File: src/rtl/spi_controller_if.sv
// spi_controller_if: host request/response and SPI pins of spi_controller; slave = controller side, master = host/peripheral side
interface spi_controller_if;
  logic       start;
  logic       rw;
  logic [6:0] addr;
  logic [7:0] wdata;
  logic       busy;
  logic       done;
  logic [7:0] rdata;
  logic       nCS;
  logic       SCLK;
  logic       COPI;
  logic       CIPO;
  modport slave (input start, rw, addr, wdata, CIPO, output busy, done, rdata, nCS, SCLK, COPI);
  modport master (output start, rw, addr, wdata, CIPO, input busy, done, rdata, nCS, SCLK, COPI);
endinterface

File: src/rtl/spi_controller.sv
// spi_controller: SPI mode-0 initiator for 16-bit {rw, addr[6:0], data[7:0]} frames; ports clk, rst, bus (start/rw/addr/wdata in, busy/done/rdata out, nCS/SCLK/COPI out, CIPO in)
module spi_controller #(
  parameter int CLK_DIV = 4,
  parameter int CS_GAP  = 4
) (
  input logic        clk,
  input logic        rst,
  spi_controller_if.slave bus
);
  localparam int CW = $clog2((CLK_DIV > CS_GAP ? CLK_DIV : CS_GAP) + 1);
  typedef enum logic [2:0] {IDLE, LOW, HIGH, HOLD, GAP} state_t;
  state_t          state_q, state_d;
  logic [CW-1:0]   cnt_q, cnt_d;
  logic [3:0]      bit_q, bit_d;
  logic [15:0]     f_q, f_d;
  logic [7:0]      cap_q, cap_d, rdata_q, rdata_d;
  logic            ncs_q, ncs_d, sclk_q, sclk_d, copi_q, copi_d, busy_q, busy_d, done_q, done_d;
  logic            last_div, last_gap;
  always_comb begin
    last_div = cnt_q == CW'(CLK_DIV - 1);
    last_gap = cnt_q == CW'(CS_GAP - 1);
    state_d  = state_q;
    cnt_d    = cnt_q + CW'(1);
    bit_d    = bit_q;
    f_d      = f_q;
    case (state_q)
      IDLE: begin
        cnt_d = '0;
        if (bus.start) begin
          state_d = LOW;
          bit_d   = 4'd15;
          f_d     = {bus.rw, bus.addr, bus.wdata};
        end
      end
      LOW: if (last_div) begin
        state_d = HIGH;
        cnt_d   = '0;
      end
      HIGH: if (last_div) begin
        state_d = bit_q == 4'd0 ? HOLD : LOW;
        bit_d   = bit_q == 4'd0 ? bit_q : bit_q - 4'd1;
        cnt_d   = '0;
      end
      HOLD: if (last_div) begin
        state_d = GAP;
        cnt_d   = '0;
      end
      GAP: if (last_gap) begin
        state_d = IDLE;
        cnt_d   = '0;
      end
      default: begin
        state_d = IDLE;
        cnt_d   = '0;
      end
    endcase
    // Outputs are registered from the next state so every pin changes exactly on a state boundary
    ncs_d   = state_d == IDLE || state_d == GAP;
    sclk_d  = state_d == HIGH;
    copi_d  = !ncs_d && f_d[bit_d];
    busy_d  = state_d != IDLE;
    done_d  = state_d == GAP && cnt_d == CW'(CS_GAP - 1);
    // CIPO is sampled on the edge that raises SCLK, only for the data byte
    cap_d   = (state_q == LOW && state_d == HIGH && !bit_q[3]) ? {cap_q[6:0], bus.CIPO} : cap_q;
    rdata_d = (done_d && !f_q[15]) ? cap_q : rdata_q;
  end
  always_ff @(posedge clk) begin
    if (rst) begin
      state_q <= IDLE;
      cnt_q   <= '0;
      bit_q   <= '0;
      f_q     <= '0;
      cap_q   <= '0;
      rdata_q <= '0;
      ncs_q   <= 1'b1;
      sclk_q  <= 1'b0;
      copi_q  <= 1'b0;
      busy_q  <= 1'b0;
      done_q  <= 1'b0;
    end else begin
      state_q <= state_d;
      cnt_q   <= cnt_d;
      bit_q   <= bit_d;
      f_q     <= f_d;
      cap_q   <= cap_d;
      rdata_q <= rdata_d;
      ncs_q   <= ncs_d;
      sclk_q  <= sclk_d;
      copi_q  <= copi_d;
      busy_q  <= busy_d;
      done_q  <= done_d;
    end
  end
  assign bus.nCS   = ncs_q;
  assign bus.SCLK  = sclk_q;
  assign bus.COPI  = copi_q;
  assign bus.busy  = busy_q;
  assign bus.done  = done_q;
  assign bus.rdata = rdata_q;
endmodule

File: src/flat_wrapper.sv
// flat-port wrapper written by rule: the top's interface ports become plain ports
module spi_controller_flat 
#(
  parameter int CLK_DIV = 4,
  parameter int CS_GAP  = 4
)
  (clk, rst, bus_start, bus_rw, bus_addr, bus_wdata, bus_CIPO, bus_busy, bus_done, bus_rdata, bus_nCS, bus_SCLK, bus_COPI);
  spi_controller_if bus_i ();
  input logic clk;
  input logic rst;
  input wire logic [$bits(bus_i.start)-1:0] bus_start;
  input wire logic [$bits(bus_i.rw)-1:0] bus_rw;
  input wire logic [$bits(bus_i.addr)-1:0] bus_addr;
  input wire logic [$bits(bus_i.wdata)-1:0] bus_wdata;
  input wire logic [$bits(bus_i.CIPO)-1:0] bus_CIPO;
  output wire logic [$bits(bus_i.busy)-1:0] bus_busy;
  output wire logic [$bits(bus_i.done)-1:0] bus_done;
  output wire logic [$bits(bus_i.rdata)-1:0] bus_rdata;
  output wire logic [$bits(bus_i.nCS)-1:0] bus_nCS;
  output wire logic [$bits(bus_i.SCLK)-1:0] bus_SCLK;
  output wire logic [$bits(bus_i.COPI)-1:0] bus_COPI;
  assign bus_i.start = bus_start;
  assign bus_i.rw = bus_rw;
  assign bus_i.addr = bus_addr;
  assign bus_i.wdata = bus_wdata;
  assign bus_i.CIPO = bus_CIPO;
  assign bus_busy = bus_i.busy;
  assign bus_done = bus_i.done;
  assign bus_rdata = bus_i.rdata;
  assign bus_nCS = bus_i.nCS;
  assign bus_SCLK = bus_i.SCLK;
  assign bus_COPI = bus_i.COPI;
  spi_controller #(.CLK_DIV(CLK_DIV), .CS_GAP(CS_GAP)) u_core (.clk(clk), .rst(rst), .bus(bus_i));
endmodule
File: config.mk
export PLATFORM = sky130hd
export DESIGN_NAME = spi_controller_flat
export DESIGN_NICKNAME = d
export VERILOG_FILES = /design/src/rtl/spi_controller_if.sv /design/src/rtl/spi_controller.sv /design/src/flat_wrapper.sv
export SDC_FILE = /design/constraint.sdc
export NUM_CORES = 1
export LEC_CHECK = 0
export CELL_PAD_IN_SITES_DETAIL_PLACEMENT = 0
export CELL_PAD_IN_SITES_GLOBAL_PLACEMENT = 1
export CORE_UTILIZATION = 36
export CTS_CLUSTER_SIZE = 30
export DETAILED_ROUTE_END_ITERATION = 7
export PLACE_DENSITY = 0.78
export SKIP_LAST_GASP = 1
export SYNTH_ARGS = -nofsm -noshare
export SYNTH_HDL_FRONTEND = slang
export SYNTH_SLANG_ARGS = --single-unit
File: constraint.sdc
create_clock -name clk -period 2 [get_ports clk]
set_clock_uncertainty 0.05 [all_clocks]
set_input_delay 0.4 -clock clk [delete_from_list [all_inputs] [get_ports clk]]
set_output_delay 0.4 -clock clk [all_outputs]
set_load 0.01 [all_outputs]
Yosys cells after proc, flatten, opt, wreduce, memory -nomap -nowiden
Index checks and enable logic that the tools add are counted.
Widths: inputs -> output; s select.

word-level totals
  flip-flop bits (word level) = 47
  bits of input ports = 20
  logic and storage cells = 53

cells by class
  add/sub/neg operators = 2
  magnitude comparators = 1
  eq/ne operators = 8
  muxes and demuxes = 17
  reduce and logical (&&, ||, !) cells = 14

operator list
  kind                 number
  $mux 16              2
  $mux 3               7
  $eq 3x2->1 const B   5
  $pmux 3 s5           1
  $mux 4               3
  $pmux 4 s2           1
  $eq 3x3->1 const B   2
  $logic_not 3->1      2
  $logic_and 1x1->1    5
  $lt 4x5->1 const B   1
  $bmux 1 s4           1
  $logic_not 4->1      1
  $reduce_or 4->1      1
  $sub 4x1->4 const B  1
  $add 3x1->3 const B  1
  $eq 3x1->1 const B   1
  $logic_not 1->1      3
  $reduce_bool 3->1    1
  $mux 2               1
  $logic_or 1x1->1     1
  $mux 1               1

Longest topological paths before layout
  depth in word-level cells = 8
  mapped depth = 9

Least setup slack after synthesis
Ideal clock, no wire load.

  kind = reg-to-reg
  start point = register u_core.bit_q[0]
  end point = register u_core.copi_q, in the netlist u_core.bus.COPI
  library setup time = 0.125 ns
  data arrival time = 2.076 ns
  data required time = 1.825 ns
  slack = -0.250 ns
  cell stages (with the launch flop) = 10
  buffers on the path = 1
  path through = dfxtp_1 > inv_1 > ha_1 > or3b_4 > and4_4 > buf_6 > or4_1 > o31ai_1 > o221a_2 > nor4_2

between the ends
  longest elaborated chain between the ends = 8
  elaborated cells on any way between the ends = 16

ends and longest elaborated chain
  item                                                 RTL line              source
  from (decl)                                          spi_controller.sv:14  logic [3:0] bit_q, bit_d;
  from (signal assigned)                               spi_controller.sv:83  bit_q <= bit_d;
  branches (longest 7 deep; another with $sub 4x1->4)  -
  $logic_and 1x1->1 (*)                                spi_controller.sv:60  copi_d = !ncs_d && f_d[bit_d];
  to (signal assigned)                                 spi_controller.sv:89  copi_q <= copi_d;
  to (decl)                                            spi_controller.sv:17  logic ncs_q, ncs_d, sclk_q, sclk_d, copi_q, copi_d, busy_q, busy_d, done_q, done_d;

Every way passes the cells marked *. The select of a mux whose other input is x is not followed.
A chain may end at the register's enable or synchronous reset.

Worst setup path after layout
  start point = register u_core.bit_q[1]
  end point = register u_core.copi_q, in the netlist u_core.bus.COPI

Same word-level chain as after synthesis.

==> key figures <==
Placed design
  • Setup WS pre-CTS: -0.4331 ns
  • Placed Instances: roughly 400
  • Final HPWL DP: between 3 and 4 mm
  • Gpl congestion: 0.8209
  • # port buffers: 32

Route
  • First DRT Iteration DRCs: ~190
  • Routed Antenna Nets: 0
  • First-pass DRT Iterations: 4
  • DRT Wirelength: 5.105 mm
  • Avg WL per Cell: around 13 microns
  • DR DRC count: 0
  • Vias per cell: ~5
  • Vias: slightly above 2000

CTS
  • CTS Buf Count: 5
  • Clock Pin Slew Worst Setup and Hold Paths: approximately 0.10 ns
  • Clk sinks: between 40 and 50
  • TritonCTS clock tree: done
  • CTS root buffer: clkbuf_8
  • H-Tree Level Count: 2
  • Insertion delay to the later sink of the worst-skew pair: a little over 0.3 ns
  • Clk buf depth: 2

Logic synthesis
  • Synth top area cells: dfxtp_1, mux2i_1, nand2_1
  • Area leader, netlist: dfxtp_1
  • Cells after Synth: between 200 and 300
  • Area share of the largest cell type after synthesis: between 40 and 50%
  • Synth Flop Type: dfxtp_1
  • Seq cells post-synth: 47
  • Asr flop ratio synth: 0%
  • Mapped Nets: between 200 and 300
  • Netlist cell types: between 50 and 60
  • Post-synth EDFFs: 0
  • Mapped Area: 2231 sq um
  • Synth warn: 0
  • Mean Syn Cell Area: around 8.7 sq um
  • Seq/Total Area, Yosys: 42.18%

STA
  • Setup ws final: -0.1479 ns
  • Period Utilization, post-route: 107.4%
  • Worst slew pin tran: 0.5548 ns
  • Final hold vios: 0
  • Final min period: 2.148 ns
  • Slew Limit Fails: 0
  • Final setup vio count: 1
  • Setup_tns: -0.1479 ns
  • RSZ-0062 raised after global routing: yes
  • Max Clk Rate: roughly 0.47 GHz
  • Relative slew slack: between 60% and 70%

Layout
  • Fill cells: between 500 and 600
  • Layout cells sized above 1: 22.60%
  • Cell Count, Final, Fillers Out: about 400
  • # diodes: 0
  • FF/Latch Area: between 900 and 1000 sq um
  • Area of the multi-input gates: between 1000 and 1500 sq um
  • Layout area overhead: 34.94%
  • Post-layout util: between 50 and 60%
  • Nets: 344

Critical path
  • Worst endpoint required time: roughly 2.2 ns
  • Worst reg2reg endpoint: u_core.bus.COPI
  • Reg2Reg Launch Point: u_core.bit_q[1]
  • CP arrival: 2.30 ns
  • Worst reg-to-reg path cell count: 8
  • Critical path type: reg -> reg
  • Maximum fanout along the worst path: 4
  • Crit start category: flop
  • FF-to-FF setup slack: -0.15 ns
  • Setup crit end kind: flop

Hold path
  • Worst Hold End: u_core.f_q[3]
  • Start point of the worst min-delay path: u_core.f_q[3]
  • Hold Crit Depth: 2
  • HP Class: reg -> reg

Global route
  • Largest net degree at the start of global routing: 44
  • Grt total ovfl: 0
  • Total GRT Usage: 17.04%
  • Initial antenna violation count: 0
  • Vias in the first global route: 1856
  • First-pass GRT wire length: around 8.5 mm

Floorplan
  • CORE AREA: between 5000 and 6000 sq um
  • IO Pins: 33
  • Die width: roughly 80 microns
  • Initial core utilization: approximately 37%
  • # rows: 28
  • Die Footprint: about 6500 sq um
  • Die H: a little over 80 microns

Power
  • Power per cell area: roughly 660 nW/um^2
  • Peak supply drop: around 0.41 mV
  • Design Power: 1.989 mW
  • Leak: between 1 and 1.5 nW

Status
  • Failing checks: setup timing
  • Status: complete, but fails checks

Job
  • Total of max-cap violations: 0
-- area by class of cell --
cell class                      instances  area share, %
Sequential cell                        47          31.34
Clock inverter                          3          1.039
Tap cell                               75          3.117
Multi-Input combinational cell        189          39.98
Timing Repair Buffer                   77          21.99
Inverter                                2         0.2494
Clock buffer                            5          2.286
-- repair_timing --
action | CTS | global route
resized for setup | 0 | 4
hold buffers | 0 | 0
endpoints found under the setup margin | 1 | 10
buffers inserted | 0 | 1
pin swaps | 0 | 3
-- layer usage --
layer  up-vias  share of wire (%)  track usage [%]
met3         6                4.7            3.409
met2        53                 44            24.75
met4         0                1.2            4.821
li1       1044                  -                -
met1       926                 50            25.19
met5         -                  0                0
-- worst max path at each step --
stage	from	end	slack (ns)	cells past startpoint
final	u_core.bit_q[1]	u_core.bus.COPI	-0.15	8
after global routing	u_core.bit_q[1]	u_core.bus.COPI	-0.25	8
after CTS	u_core.cnt_q[0]	u_core.bus.COPI	-0.14	7
after detailed placement	bus_start	u_core.bus.COPI	-0.43	7
after global placement	bus_start	u_core.bus.COPI	-0.42	7
after floorplan	u_core.cnt_q[0]	u_core.bus.COPI	-0.09	7
-- cells by family after synthesis --
kind of cell | Yosys count | synth area share (%)
AOI/OAI and AO/OA | 50 | 14.30
xor gates and xnor gates | 2 | 0.7853
adders and majority gates | 2 | 1.122
buffers and inverters | 20 | 4.767
DFF | 47 | 42.18
muxes | 18 | 8.188
and+or+nand+nor | 117 | 28.66
-- state kept, by name (all words and copies together), names as in the netlist --
signal / cells
u_core.f_q: 16
u_core.bus.rdata: 8
u_core.cap_q: 8
u_core.bit_q: 4
u_core.cnt_q: 3
u_core.state_q: 3
u_core.bus.COPI: 1
u_core.bus.SCLK: 1
u_core.bus.busy: 1
u_core.bus.done: 1
u_core.bus.nCS: 1
-- cell usage in the layout, fill, tap and decap left out, types with 2 or more instances in the layout --
cell type        count
nor4_1               2
nor2_1              30
mux2i_1             16
o31ai_1              4
nor4b_1              2
and4_1               2
a31oi_1              2
clkdlybuf4s50_1     32
nand3_1             12
dfxtp_1             45
nand4b_1             2
nand4_1              4
or4_1                2
nor3_1               5
nand2b_1             4
nand2_1             33
o21ai_0              9
a21oi_1             22
dfxtp_2              2
nor2_2               2
nor2b_1              4
buf_4               44
clkbuf_8             5
inv_8                2
o211ai_1             2
inv_2                2
nor4_2               2
-- synthesized netlist by cell type, drive strengths merged (4+ instances only) --
cell and number:
a21oi 22, buf 12, clkbuf 6, dfxtp 47, mux2i 16, nand2 33, nand2b 4, nand3 12
nand4 4, nor2 32, nor2b 4, nor3 6, nor4 5, o21ai 9, o31ai 4
-- through the flow --
stage          hold WS (ns)  instance area, sq um
6_report             0.4028                  3010
5_1_grt              0.4369                  3010
4_1_cts              0.4043                  2990
3_5_place_dp         0.3901                  2890
3_3_place_gp         0.3895                  2890
2_1_floorplan        0.3726                  2245
-- power breakdown --
| part | internal, mW | total (mW) | switching, mW | leakage (nW) |
|---|---|---|---|---|
| Combinational | 0.185 | 0.353 | 0.168 | 0.703 |
| Sequential | 0.973 | 0.996 | 0.0229 | 0.384 |
| Clock | 0.269 | 0.639 | 0.371 | 0.0526 |
-- worst max-delay path: stages (launching register included) --
cell     delay [ns]
dfxtp_2        0.35
inv_2          0.05
ha_4           0.15
nor3b_2        0.16
o41a_1         0.45
or4_1          0.49
o31ai_1        0.08
o221a_2        0.23
nor4_2         0.04
(Power assumes the default switching activity.)
